### src/rtl/out_ctrl_pkg.sv
// Shared types and constants for the systolic-array result write-back path.
// Build with OUT_CTRL_SATURATE_EN to clamp results instead of wrapping.
package out_ctrl_pkg;

  localparam int DATA_W = 64;
  localparam int ADDR_W = 23;
  localparam int ACC_W  = 32;
  localparam int RES_W  = 8;
  localparam int MAC_N  = 32;
  localparam int BIG_N  = 512;

  localparam int PACK   = DATA_W / RES_W;
  localparam int WPT    = MAC_N / PACK;
  localparam int DIVIDE = BIG_N / MAC_N;
  localparam int WPB    = BIG_N / PACK;

  typedef enum logic [1:0] {
    S_IDLE,
    S_WAIT,
    S_WRITE,
    S_DONE
  } state_e;

  function automatic logic [RES_W-1:0] quantize(
    input logic signed [ACC_W-1:0] acc,
    input logic                    sat
  );
    logic signed [ACC_W-1:0] hi;
    logic signed [ACC_W-1:0] lo;
    hi = ACC_W'((1 <<< (RES_W - 1)) - 1);
    lo = ~hi;
    quantize = RES_W'(acc);
    if (sat && acc > hi) quantize = RES_W'(hi);
    else if (sat && acc < lo) quantize = RES_W'(lo);
  endfunction

endpackage

### src/rtl/out_ctrl_if.sv
// Result-row handshake and output-memory write bus.
// Master is the row producer / memory side, slave is out_controller.
interface out_ctrl_if #(
  parameter int DATA_WIDTH = 64,
  parameter int ADDR_WIDTH = 23,
  parameter int ROW_WIDTH  = 1024
);
  logic                  res_valid;
  logic                  res_ready;
  logic [ROW_WIDTH-1:0]  res_row;
  logic                  mem_write_enb;
  logic [ADDR_WIDTH-1:0] mem_address;
  logic [DATA_WIDTH-1:0] data_out;

  modport master (
    output res_valid,
    output res_row,
    input  res_ready,
    input  mem_write_enb,
    input  mem_address,
    input  data_out
  );

  modport slave (
    input  res_valid,
    input  res_row,
    output res_ready,
    output mem_write_enb,
    output mem_address,
    output data_out
  );
endinterface

### src/rtl/out_controller_res_quant.sv
// Narrows one signed accumulator to a result element.
// OUT_CTRL_SATURATE_EN selects clamping; otherwise the low bits are kept.
module res_quant #(
  parameter int ACC_WIDTH = 32,
  parameter int RES_WIDTH = 8
) (
  input  logic signed [ACC_WIDTH-1:0] acc_i,
  output logic        [RES_WIDTH-1:0] res_o
);
`ifdef OUT_CTRL_SATURATE_EN
  localparam logic signed [ACC_WIDTH-1:0] MAXV =
    ACC_WIDTH'((64'sd1 <<< (RES_WIDTH - 1)) - 64'sd1);
  localparam logic signed [ACC_WIDTH-1:0] MINV = ~MAXV;

  always_comb begin
    res_o = RES_WIDTH'(acc_i);
    if (acc_i > MAXV) res_o = RES_WIDTH'(MAXV);
    else if (acc_i < MINV) res_o = RES_WIDTH'(MINV);
  end
`else
  assign res_o = RES_WIDTH'(acc_i);
`endif
endmodule

### src/rtl/out_controller.sv
// Drains systolic-array result rows tile by tile into output memory.
// Element narrowing mode is selected by OUT_CTRL_SATURATE_EN.
module out_controller
  import out_ctrl_pkg::*;
#(
  parameter int DATA_WIDTH   = DATA_W,
  parameter int ADDR_WIDTH   = ADDR_W,
  parameter int ACC_WIDTH    = ACC_W,
  parameter int RES_WIDTH    = RES_W,
  parameter int MAC_SIZE     = MAC_N,
  parameter int BIG_MAC_SIZE = BIG_N,
  parameter int OUT_BASE     = 0
) (
  input  logic       clk,
  input  logic       rst,
  input  logic       start,
  out_ctrl_if.slave  bus,
  output logic       tile_done,
  output logic       all_done,
  output logic       busy
);
  localparam int NPK  = DATA_WIDTH / RES_WIDTH;
  localparam int NWPT = MAC_SIZE / NPK;
  localparam int NDIV = BIG_MAC_SIZE / MAC_SIZE;
  localparam int NWPB = BIG_MAC_SIZE / NPK;
  localparam int LW   = MAC_SIZE * RES_WIDTH;
  localparam int TW   = (NDIV > 1) ? $clog2(NDIV) : 1;
  localparam int RW   = (MAC_SIZE > 1) ? $clog2(MAC_SIZE) : 1;
  localparam int WW   = (NWPT > 1) ? $clog2(NWPT) : 1;

  typedef logic [ADDR_WIDTH-1:0] addr_t;

  state_e                state_q, state_d;
  logic [TW-1:0]         row_t_q, row_t_d;
  logic [TW-1:0]         col_t_q, col_t_d;
  logic [RW-1:0]         r_q, r_d;
  logic [WW-1:0]         w_q, w_d;
  logic [LW-1:0]         line_q, line_d;
  logic [LW-1:0]         qrow;
  logic                  we_q, we_d;
  addr_t                 addr_q, addr_d;
  logic [DATA_WIDTH-1:0] data_q, data_d;
  logic                  tdone_q, tdone_d;
  logic                  hs, last_w, last_r, last_c, last_tile;

  for (genvar k = 0; k < MAC_SIZE; k++) begin : g_quant
    res_quant #(
      .ACC_WIDTH (ACC_WIDTH),
      .RES_WIDTH (RES_WIDTH)
    ) u_quant (
      .acc_i (bus.res_row[(MAC_SIZE-1-k)*ACC_WIDTH +: ACC_WIDTH]),
      .res_o (qrow[(MAC_SIZE-1-k)*RES_WIDTH +: RES_WIDTH])
    );
  end

  function automatic addr_t word_addr(
    input logic [TW-1:0] rt,
    input logic [TW-1:0] ct,
    input logic [RW-1:0] rr,
    input logic [WW-1:0] ww
  );
    return addr_t'(OUT_BASE)
         + (addr_t'(rt) * addr_t'(MAC_SIZE) + addr_t'(rr)) * addr_t'(NWPB)
         + addr_t'(ct) * addr_t'(NWPT) + addr_t'(ww);
  endfunction

  // Word 0 sits in the top DATA_WIDTH bits, so element 0 lands at the MSB.
  function automatic logic [DATA_WIDTH-1:0] word_of(
    input logic [LW-1:0] ln,
    input logic [WW-1:0] ww
  );
    return ln[(NWPT - 1 - int'(ww)) * DATA_WIDTH +: DATA_WIDTH];
  endfunction

  assign hs        = bus.res_valid & bus.res_ready;
  assign last_w    = (w_q == WW'(NWPT - 1));
  assign last_r    = (r_q == RW'(MAC_SIZE - 1));
  assign last_c    = (col_t_q == TW'(NDIV - 1));
  assign last_tile = last_c && (row_t_q == TW'(NDIV - 1));

  assign bus.res_ready     = (state_q == S_WAIT);
  assign bus.mem_write_enb = we_q;
  assign bus.mem_address   = addr_q;
  assign bus.data_out      = data_q;
  assign tile_done         = tdone_q;
  assign all_done          = (state_q == S_DONE);
  assign busy              = (state_q == S_WAIT) || (state_q == S_WRITE);

  always_comb begin
    state_d = state_q;
    row_t_d = row_t_q;
    col_t_d = col_t_q;
    r_d     = r_q;
    w_d     = w_q;
    line_d  = line_q;
    we_d    = 1'b0;
    addr_d  = addr_q;
    data_d  = data_q;
    tdone_d = 1'b0;
    unique case (state_q)
      S_IDLE, S_DONE: begin
        if (start) begin
          row_t_d = '0;
          col_t_d = '0;
          r_d     = '0;
          w_d     = '0;
          state_d = S_WAIT;
        end
      end
      S_WAIT: begin
        if (hs) begin
          line_d  = qrow;
          w_d     = '0;
          we_d    = 1'b1;
          addr_d  = word_addr(row_t_q, col_t_q, r_q, '0);
          data_d  = word_of(qrow, '0);
          state_d = S_WRITE;
        end
      end
      S_WRITE: begin
        if (!last_w) begin
          w_d    = w_q + 1'b1;
          we_d   = 1'b1;
          addr_d = word_addr(row_t_q, col_t_q, r_q, w_q + 1'b1);
          data_d = word_of(line_q, w_q + 1'b1);
        end else begin
          w_d     = '0;
          state_d = S_WAIT;
          if (!last_r) begin
            r_d = r_q + 1'b1;
          end else begin
            r_d     = '0;
            tdone_d = 1'b1;
            col_t_d = last_c ? '0 : col_t_q + 1'b1;
            if (last_c) row_t_d = last_tile ? '0 : row_t_q + 1'b1;
            if (last_tile) state_d = S_DONE;
          end
        end
      end
      default: state_d = S_IDLE;
    endcase
  end

  always_ff @(posedge clk or posedge rst) begin
    if (rst) begin
      state_q <= S_IDLE;
      row_t_q <= '0;
      col_t_q <= '0;
      r_q     <= '0;
      w_q     <= '0;
      line_q  <= '0;
      we_q    <= 1'b0;
      addr_q  <= '0;
      data_q  <= '0;
      tdone_q <= 1'b0;
    end else begin
      state_q <= state_d;
      row_t_q <= row_t_d;
      col_t_q <= col_t_d;
      r_q     <= r_d;
      w_q     <= w_d;
      line_q  <= line_d;
      we_q    <= we_d;
      addr_q  <= addr_d;
      data_q  <= data_d;
      tdone_q <= tdone_d;
    end
  end

endmodule
### src/flat_wrapper.sv
// flat-port wrapper written by rule: the top's interface ports become plain ports
module out_controller_flat import out_ctrl_pkg::*;
#(
  parameter int DATA_WIDTH   = DATA_W,
  parameter int ADDR_WIDTH   = ADDR_W,
  parameter int ACC_WIDTH    = ACC_W,
  parameter int RES_WIDTH    = RES_W,
  parameter int MAC_SIZE     = MAC_N,
  parameter int BIG_MAC_SIZE = BIG_N,
  parameter int OUT_BASE     = 0
)
  (clk, rst, start, tile_done, all_done, busy, bus_res_valid, bus_res_row, bus_res_ready, bus_mem_write_enb, bus_mem_address, bus_data_out);
  out_ctrl_if #(.DATA_WIDTH(DATA_WIDTH), .ADDR_WIDTH(ADDR_WIDTH)) bus_i ();
  input  logic clk;
  input  logic rst;
  input  logic start;
  output logic tile_done;
  output logic all_done;
  output logic busy;
  input wire logic [$bits(bus_i.res_valid)-1:0] bus_res_valid;
  input wire logic [$bits(bus_i.res_row)-1:0] bus_res_row;
  output wire logic [$bits(bus_i.res_ready)-1:0] bus_res_ready;
  output wire logic [$bits(bus_i.mem_write_enb)-1:0] bus_mem_write_enb;
  output wire logic [$bits(bus_i.mem_address)-1:0] bus_mem_address;
  output wire logic [$bits(bus_i.data_out)-1:0] bus_data_out;
  assign bus_i.res_valid = bus_res_valid;
  assign bus_i.res_row = bus_res_row;
  assign bus_res_ready = bus_i.res_ready;
  assign bus_mem_write_enb = bus_i.mem_write_enb;
  assign bus_mem_address = bus_i.mem_address;
  assign bus_data_out = bus_i.data_out;
  out_controller #(.DATA_WIDTH(DATA_WIDTH), .ADDR_WIDTH(ADDR_WIDTH), .ACC_WIDTH(ACC_WIDTH), .RES_WIDTH(RES_WIDTH), .MAC_SIZE(MAC_SIZE), .BIG_MAC_SIZE(BIG_MAC_SIZE), .OUT_BASE(OUT_BASE)) u_core (.clk(clk), .rst(rst), .start(start), .bus(bus_i), .tile_done(tile_done), .all_done(all_done), .busy(busy));
endmodule
### config.mk
export PLATFORM = sky130hd
export DESIGN_NAME = out_controller_flat
export DESIGN_NICKNAME = d
export VERILOG_FILES = /design/src/rtl/out_ctrl_pkg.sv /design/src/rtl/out_ctrl_if.sv /design/src/rtl/out_controller_res_quant.sv /design/src/rtl/out_controller.sv /design/src/flat_wrapper.sv
export SDC_FILE = /design/constraint.sdc
export NUM_CORES = 1
export LEC_CHECK = 0
export CORE_AREA = 2 2 439 441
export CTS_BUF_LIST = sky130_fd_sc_hd__clkbuf_8 sky130_fd_sc_hd__clkbuf_16
export CTS_CLUSTER_SIZE = 10
export DETAILED_ROUTE_END_ITERATION = 16
export DIE_AREA = 0 0 441 443
export PLACE_DENSITY = 0.42
export SETUP_SLACK_MARGIN = 0.4
export SYNTH_ARGS = -nofsm -noshare
export SYNTH_HDL_FRONTEND = slang
export SYNTH_HIERARCHICAL = 1
export SYNTH_SLANG_ARGS = --single-unit
### constraint.sdc
create_clock -name clk -period 11.6 [get_ports clk]
set_input_delay 1.16 -clock clk [delete_from_list [all_inputs] [get_ports clk]]
set_output_delay 1.16 -clock clk [all_outputs]
set_load 0.01 [all_outputs]
Yosys cells after proc, flatten, opt, wreduce, memory -nomap -nowiden
Cells that the tools add are included.
Word-level totals
  input port bits: 1028
  bits in registers: 362
Operators by class
  mux-type cells: 36
  add/sub/neg operators: 8
  reduce and logical (&&, ||, !) cells: 13
  equality and inequality tests: 13
  bitwise logic cells: 1
  shift-type cells: 1
Operators with widths (count)
  $shiftx 256x32->64: 1
  $mux 64: 2
  $pmux 64 s2: 1
  $mux 23: 2
  $pmux 23 s2: 1
  $mux 4: 8
  $add 23x2->23: 1
  $add 23x6->23: 1
  $mux 2: 8
  $pmux 4 s2: 2
  $mux 5: 3
  $pmux 2 s3: 2
  $add 9x5->10: 1
  $pmux 5 s2: 1
  $reduce_and 3->1: 3
  $add 4x1->4 const B: 2
  $eq 4x4->1 const B: 2
  $eq 2x2->1 const B: 3
  $ne 2x1->1 const B: 3
  $ne 2x2->1 const B: 3
  $add 5x1->5 const B: 1
  $eq 5x5->1 const B: 1
  $mux 1: 5
  $reduce_and 5->1: 1
  other kinds (12): 14

Longest topological paths before layout
Gate-level depths: netlist (run 1).
  word-level depth: 7
  depth in mapped cells: 9
  mapped depth without buffers: 7

Modules after synthesis
Netlist (run 1), hierarchy kept.
Modules (own cells, without submodules)
  out_controller: cells each 1085, instances 1, area each 15625.0 um^2, sequential area each 8858.5 um^2
  res_quant: cells each 8, instances 32, area each 60.1 um^2, sequential area each 0.0 um^2

Worst setup path before layout (run 1)
OpenSTA, ideal clock, no wires.
  path kind: in2reg
  from: in bus_res_valid
  to: reg u_core.line_q[100]
  setup slack: 9.419 ns
  required time: 11.475 ns
  stages: 4
  arrival time: 2.056 ns
  cells stage by stage: nand2_1 clkbuf_1 buf_2 mux2_2
On the way
  cells in the longest elaborated chain, start to end: 2
Ends and longest elaborated chain
  from (decl): line flat_wrapper.sv:20  | input wire logic [$bits(bus_i.res_valid)-1:0] bus_res_valid;
  $and 1x1->1: line out_controller.sv:75  | assign hs = bus.res_valid & bus.res_ready;
  $reduce_and 2->1 (no source line)
  to (signal assigned): line out_controller.sv:162  | line_q <= line_d;
  to (decl): line out_controller.sv:38  | logic [LW-1:0] line_q, line_d;
No other way between the ends.
A chain may end at the register's enable or synchronous reset.

==> metrics.md, run 1 <==
| Metric | Value |
|---|---|
| CTS sink cnt | `354` |
| Top-area cell type share of the netlist area | `50.5%` |
| Overall power | `5.86 mW` |
| Mean Syn Cell Area | `13.1 sq um` |
| Mapped cell area | `about 18,000 sq um` |
| Status | `complete, no violations` |
| Final Max Tran Viols | `0` |
| Yosys top cell by area | `dfrtp_1` |
| Layout area overhead | `34.6%` |
| # Max-Cap Violations | `0` |
| HP Start | `u_core/bus.mem_address[8]$_DFFE_PP0P_` |
| Worst vdd ir | `about 0.00011 V` |
| Pre-antenna DRT Iters | `4` |
| Worst hold-check path type | `flip-flop to flip-flop` |
| Period utilisation layout | `between 30% and 40%` |
| Worst Tran Pin Value | `1030 ps` |
| Max stage delay on crit path | `860 ps` |
| Post-route antenna net violation count | `0` |
| Utilization after layout | `12.4%` |
| H-tree Lvls | `2` |
| Hold Vio Cnt, Final | `0` |
| GRT Overall Usage | `7.06%` |
| Die X | `441 microns` |
| Worst setup SP type | `primary input` |
| Top cells by area, synth | `dfrtp_1 50%, mux2_2 16%, buf_4 11%` |
| Slew HR | `a little under a third` |
| Worst path cell trace | `clkdlybuf4s50_1 -> inv_8 -> buf_4 -> buf_4` |
| Leakage | `8.59 nW` |
| PwrDens | `248 nW/um^2` |
| Nets | `roughly 2.5k` |
| Number of synthesized flops with an enable pin | `0` |
| Starting Density | `under 10%` |
| Clk root buf | `clkbuf_16` |
| Setup violations, final | `0` |
| Critical Path Fanout Max | `106` |
| Min Hold Slack | `476 ps` |
| Worst Skew | `13.9 ps` |
| Post-CTS Setup Bufs | `0` |
| Worst r2r src | `u_core/state_q[1]$_DFFE_PP0P_` |
| Num CTS Buffers | `49` |
| Mapped Cells | `1,341` |
| Initial antenna violation count | `57` |
| CTS tree | `built` |
| Iteration-0 DRC Markers | `approximately 380` |
| Worst path slowest cell | `buf_4` |
| Die footprint | `195,000 sq um` |
| Row Count | `161` |
| Routed vias | `10.3k` |
| CP Class | `primary input to async pin` |
| Post-CTS sizing | `0` |
| GRT overflow | `0` |
| Core Region | `191,000 sq um` |
| Die height | `443 microns` |
| Crit end category | `async pin` |
| Crit path buffers/inverters | `4` |
| Layout cells sized above 1 | `28.5%` |
| Register area share after synthesis | `50.5%` |
| Top-count cell post-synth | `dfrtp_1` |
| Worst-Skew Late Latency | `610 ps` |
| Final HPWL DP | `52.9 mm` |
| Synth Register Bits | `354` |
| Final wirelength | `approximately 70 mm` |
| RSZ-0062 raised after global routing | `false` |
| Drt via density | `2.58` |
| Tmin final | `about 3600 ps` |
| Vias in the first global route | `10.8k` |
| Ys Warns | `6` |
| Hold Buf Count CTS | `0` |
| DP Worst Slack | `slightly above 7000 ps` |
| GPL Wtd Cong | `between 0.7 and 0.8` |
| Clock buffer depth | `3` |
| DR WL/cell | `17.6 microns` |
| Buffers on Ports | `343` |
| Critical Path RT | `between 10,000 and 15,000 ps` |
| Async SR Flop Fraction | `100%` |
| Pin count of the biggest net entering global routing | `roughly 150` |
| Cell variety after synth | `42` |
| Synth cell count leaders | `354 x dfrtp_1, 266 x buf_4, 256 x mux2_2` |
| Launch point of the worst path | `rst` |
| Crit-path leading delay family | `buffers and inverters` |
| Reg clk slew, reported paths | `about 60 ps` |
| Io pins | `1,120` |
| Most used cell, CP | `buf_4` |
| Most common flop cell mapped by yosys | `dfrtp_1` |
| Setup TNS | `0 ps` |
| FMAX | `274 MHz` |
| Worst reg2reg setup slack | `around 8600 ps` |
| First-pass GRT wire length | `~94 mm` |
| Final worst slack | `7950 ps` |
| CP arrival | `between 4000 and 5000 ps` |
| DR DRC count | `0` |
## worst paths after layout
check                      cells past startpoint                                     to
hold / removal                                 2  u_core/bus.mem_address[8]$_DFFE_PP0P_
max in group clk                               5    u_core/bus.data_out[30]$_DFFE_PP0P_
setup / recovery                               4              u_core/w_q[0]$_DFFE_PP0P_
setup reg to reg                               6    u_core/bus.data_out[30]$_DFFE_PP0P_
hold reg to reg                                2  u_core/bus.mem_address[8]$_DFFE_PP0P_
min in group asynchronous                      2    u_core/bus.data_out[25]$_DFFE_PP0P_
## cell families after synthesis
group | count (synthesis) | synth area share, %
multiplexers | 385 | 28.4
flip-flops | 354 | 50.5
buffers and inverters | 344 | 13.8
AND/OR/NAND/NOR | 151 | 3.64
AO/OA/AOI/OAI | 96 | 3.05
adder cells (fa/ha/maj) | 8 | 0.570
XOR/XNOR | 2 | 0.0998
other | 1 | 0.0214
## layout make-up
class                   count  area (sq um)
diodes                     15          37.5
clock buffers              63          1430
clock inverters            25           200
fillers                 21500        168000
inverters                   8          37.5
multi-input cells         650          6340
flip-flops and latches    354          8860
well taps                2526          3160
repair buffers            355          3550
## through the flow
step,std cells,instance area [sq um]
floorplan,1348,17600
global placement,3893,21900
detailed placement,3893,21900
CTS,3981,23600
global route,3990,23600
finish,3996,23600
## registers in the layout, summed over array words and instances (netlist names)
signal and flops:
u_core/tile_done 1, u_core/line_q 256, u_core/col_t_q 4, u_core/bus.data_out 64, u_core/bus.mem_write_enb 1, u_core/r_q 5
u_core/w_q 2, u_core/state_q 2, u_core/bus.mem_address 15, u_core/row_t_q 4
## placed cells by master (no fill, tap or decap), types with 2 or more instances in the layout
master | Yosys | routed
nand3_1 | 12 | 12
clkbuf_16 | 0 | 50
nor2_1 | 67 | 67
bufinv_16 | 0 | 2
xnor2_1 | 2 | 2
a22o_1 | 3 | 3
nand4_1 | 2 | 2
mux2i_1 | 65 | 65
a21oi_1 | 67 | 67
clkbuf_8 | 0 | 13
clkinv_2 | 0 | 6
diode_2 | 0 | 15
dfrtp_1 | 354 | 353
nand2_1 | 52 | 51
mux4_2 | 64 | 64
buf_12 | 4 | 2
and3_1 | 4 | 4
clkinvlp_4 | 0 | 2
conb_1 | 1 | 8
mux2_2 | 256 | 256
o211ai_1 | 2 | 2
ha_4 | 0 | 2
clkdlybuf4s50_1 | 0 | 343
o21ai_0 | 12 | 12
ha_1 | 8 | 6
a21o_1 | 2 | 2
nor2b_1 | 3 | 3
buf_4 | 266 | 10
o31ai_1 | 2 | 2
inv_1 | 8 | 18
nand2b_1 | 4 | 4
## per-layer routing
| metal | GRT usage [%] | part of all wire [%] |
|---|---|---|
| met2 | 12.4 | 52 |
| met1 | 7.72 | 38 |
| met4 | 3.23 | 3.9 |
| met5 | 0 | 0.18 |
| met3 | 2.21 | 6.5 |
## worst register-to-register path: stages (launching register included)
cell	delay (ps)
dfrtp_1	420
inv_1	70
ha_1	310
nand2b_1	190
o211a_4	700
buf_4	950
a21oi_1	230
## where the power goes
part	internal [mW]	switching, mW	leakage, nW
Clock	0.910	0.616	0.846
Combinational	1.17	1.04	3.56
Sequential	1.82	0.295	4.18
Total	3.90	1.95	8.59
Power figures use the tool's default switching activity.
==> run 2, diff against run 1 <==
--- a/config.mk
+++ b/config.mk
@@ -5,12 +5,12 @@
 export SDC_FILE = /design/constraint.sdc
 export NUM_CORES = 1
 export LEC_CHECK = 0
-export CORE_AREA = 2 2 439 441
+export CORE_AREA = 2 2 433 435
 export CTS_BUF_LIST = sky130_fd_sc_hd__clkbuf_8 sky130_fd_sc_hd__clkbuf_16
 export CTS_CLUSTER_SIZE = 10
 export DETAILED_ROUTE_END_ITERATION = 16
-export DIE_AREA = 0 0 441 443
-export PLACE_DENSITY = 0.42
+export DIE_AREA = 0 0 435 437
+export PLACE_DENSITY = 0.41
 export SETUP_SLACK_MARGIN = 0.4
 export SYNTH_ARGS = -nofsm -noshare
 export SYNTH_HDL_FRONTEND = slang
==> constraint.sdc (replaced) <==
create_clock -name clk -period 3.4 [get_ports clk]
set_input_delay 0.34 -clock clk [delete_from_list [all_inputs] [get_ports clk]]
set_output_delay 0.34 -clock clk [all_outputs]
set_load 0.01 [all_outputs]
==> run 2 against run 1 <==
Effect of this change:
- flip-flop and latch count unchanged
- register-to-register slack got worse by 7400 ps
- sequential share of layout area decreased by 0.25 points
- combinational power rose to 3.5 times the previous value
- cell area grew 0.66%
- sequential power grew to 3.4 times the previous value
- core utilization grew 0.49 points
- critical path depth is 1 lower
- first-iteration DRC count rose by 13%
- wire length grew 0.52%
- clock power rose to 3.5 times the previous value
- power grew to 3.4 times the previous value
- critical path type is now flip-flop to output pin
- critical endpoint is now bus_res_ready
- largest cell class unchanged
- largest power group unchanged
==> metrics.md, run 2 (synthesis results as in run 1) <==
| Metric | Value |
|---|---|
| Worst path slowest cell | `clkdlybuf4s50_1 (was buf_4)` |
| Buffers on Ports | `343 (unchanged)` |
| Pre-antenna DRT Iters | `4 (unchanged)` |
| Utilization after layout | `12.8% (was 12.4%)` |
| Worst hold-check path type | `primary input to async pin (was flip-flop to flip-flop)` |
| Crit end category | `output pin (was async pin)` |
| Crit-path leading delay family | `buffers and inverters (unchanged)` |
| Post-route antenna net violation count | `0 (unchanged)` |
| RSZ-0062 raised after global routing | `false (unchanged)` |
| Die X | `435 microns (was 441 microns)` |
| Core Region | `185,000 sq um (was 191,000 sq um)` |
| Layout cells sized above 1 | `29.0% (was 28.5%)` |
| Critical Path Fanout Max | `8 (was 106)` |
| Reg2Reg Depth | `4 (was 6)` |
| Row Count | `158 (was 161)` |
| Worst vdd ir | `0.000497 V (was 0.000114 V)` |
| GPL Wtd Cong | `0.717 (unchanged)` |
| Io pins | `1,120 (unchanged)` |
| Starting Density | `9.48% (was 9.18%)` |
| Tmin final | `2580 ps` |
| Hold Vio Cnt, Final | `0 (unchanged)` |
| H-tree Lvls | `2 (unchanged)` |
| DR WL/cell | `17.8 microns (was 17.6 microns)` |
| Iteration-0 DRC Markers | `431 (was 383)` |
| Die footprint | `190,000 sq um (was 195,000 sq um)` |
| Crit path buffers/inverters | `2 (was 4)` |
| Hold Buf Count CTS | `0 (unchanged)` |
| DR DRC count | `0 (unchanged)` |
| Leakage | `8.66 nW (was 8.59 nW)` |
| Register with the most flip-flops | `u_core/line_q (unchanged)` |
| Clock buffer depth | `3 (unchanged)` |
| Final Max Tran Viols | `0 (unchanged)` |
| Commonest non-fill, non-tap cell in the layout | `dfrtp_1 (unchanged)` |
| GRT Overall Usage | `7.27% (was 7.06%)` |
| Worst-Skew Late Latency | `610 ps (about the same)` |
| Critical Path RT | `3060 ps (was 12,080 ps)` |
| Status | `complete, no violations (unchanged)` |
| Setup violations, final | `0 (unchanged)` |
| FMAX | `387 MHz` |
| Num CTS Buffers | `49 (unchanged)` |
| Routed vias | `10.2k (was 10.3k)` |
| CTS sink cnt | `354 (unchanged)` |
| Worst path depth | `3 (was 4)` |
| CP Class | `flip-flop to output pin (was primary input to async pin)` |
| Final HPWL DP | `53.7 mm (was 52.9 mm)` |
| Final wirelength | `70.5 mm (was 70.1 mm)` |
| DP Worst Slack | `1080 ps (was 7100 ps)` |
| Post-CTS sizing | `0 (unchanged)` |
| PwrDens | `848 nW/um^2 (was 248 nW/um^2)` |
| Drt via density | `2.59 (was 2.58)` |
| Worst Tran Pin Value | `977 ps (was 1030 ps)` |
| Post-CTS Setup Bufs | `0 (unchanged)` |
| Worst path cell trace | `inv_1 -> ha_1 -> clkdlybuf4s50_1 (was clkdlybuf4s50_1 -> inv_8 -> buf_4 -> buf_4)` |
| Overall power | `20.2 mW (was 5.86 mW)` |
| Initial antenna violation count | `55 (was 57)` |
| Met3 WL | `4.21 mm (was 4.54 mm)` |
| # Max-Cap Violations | `0 (unchanged)` |
| Nets | `2,464 (was 2,454)` |
| Max reg flops | `256 (unchanged)` |
| Commonest cells after routing, fill and taps aside | `353 x dfrtp_1, 343 x clkdlybuf4s50_1, 256 x mux2_2, 67 x a21oi_1, 67 x nor2_1 (unchanged)` |
| Final worst slack | `818 ps (was 7950 ps)` |
| Clk root buf | `clkbuf_16 (unchanged)` |
| Slew HR | `34.9% (was 31.3%)` |
| First-pass GRT wire length | `95.3 mm (was 93.9 mm)` |
| Worst Skew | `22.0 ps (was 13.9 ps)` |
| Die height | `437 microns (was 443 microns)` |
| Wl on met1 | `27.4 mm (was 26.4 mm)` |
| Max Used Layer | `met5 (unchanged)` |
| Worst reg2reg setup slack | `1160 ps (was 8560 ps)` |
| Max stage delay on crit path | `700 ps (was 860 ps)` |
| Met2 WL | `36.1 mm (was 36.3 mm)` |
| GRT overflow | `0 (unchanged)` |
| Pin count of the biggest net entering global routing | `147 (was 152)` |
| CP arrival | `2240 ps (was 4120 ps)` |
| Worst setup SP type | `flip-flop (was primary input)` |
| Vias in the first global route | `10.9k (was 10.8k)` |
| Reg clk slew, reported paths | `60 ps (about the same)` |
| Period utilisation layout | `between 70% and 80%` |
| Layout area overhead | `35.5% (was 34.6%)` |
| CTS tree | `built (unchanged)` |
[run 2: cell types whose count changed in the layout (fill, tap and decap cells not counted), sizes merged, moves of 2 or more]
| cell | change |
|---|---|
| buf | +10 |
| clkinv | -3 |
| diode | +2 |
| clkinvlp | +3 |
[run 2: cell type report]
class,instances,area (sq um)
diodes,17,42.5
clock buffers,62,1420
clock inverters,25,226
fillers,20900,161000
inverters,8,33.8
multi-input cells,650,6340
flip-flops and latches,354,8860
well taps,2480,3100
repair buffers,365,3750
[run 2: layer usage]
layer  track usage [%]  vias to the layer above
met5                 0                        -
met4              3.09                       16
met3              2.06                      115
met2              12.8                      279
met1              8.16                     5195
li1                  -                     4637
[run 2: metrics by stage]
stage / TNS, ps / area, sq um / cells / hold WS (ps)
6_report: 0 / 23800 / 3961 / 216
5_1_grt: 0 / 23700 / 3952 / 224
4_1_cts: 0 / 23700 / 3944 / 186
3_5_place_dp: 0 / 22100 / 3857 / 464
3_3_place_gp: 0 / 22100 / 3857 / 469
2_1_floorplan: -595560 / 17600 / 1348 / 454
[run 2: worst reg2reg max path: cells and delay by family, from the launching register on]
family	cells	cell delay, ps
buf+inv	1	470
flops	1	440
mux	2	1060
compound gates	1	130
[run 2: power by group]
group | internal (mW) | switching (mW)
combinational | 4.11 | 3.52
sequential | 6.22 | 1.03
clock | 3.16 | 2.13
[run 2: final timing paths]
kind	from	to
setup / recovery	u_core/state_q[1]$_DFFE_PP0P_	bus_res_ready
hold / removal	rst	u_core/line_q[116]$_DFFE_PP0P_
setup reg to reg	u_core/w_q[0]$_DFFE_PP0P_	u_core/bus.data_out[52]$_DFFE_PP0P_
hold reg to reg	u_core/bus.mem_address[4]$_DFFE_PP0P_	u_core/bus.mem_address[4]$_DFFE_PP0P_
max in group asynchronous	rst	u_core/w_q[0]$_DFFE_PP0P_
min in group clk	bus_res_row[37]	u_core/line_q[13]$_DFFE_PP0P_
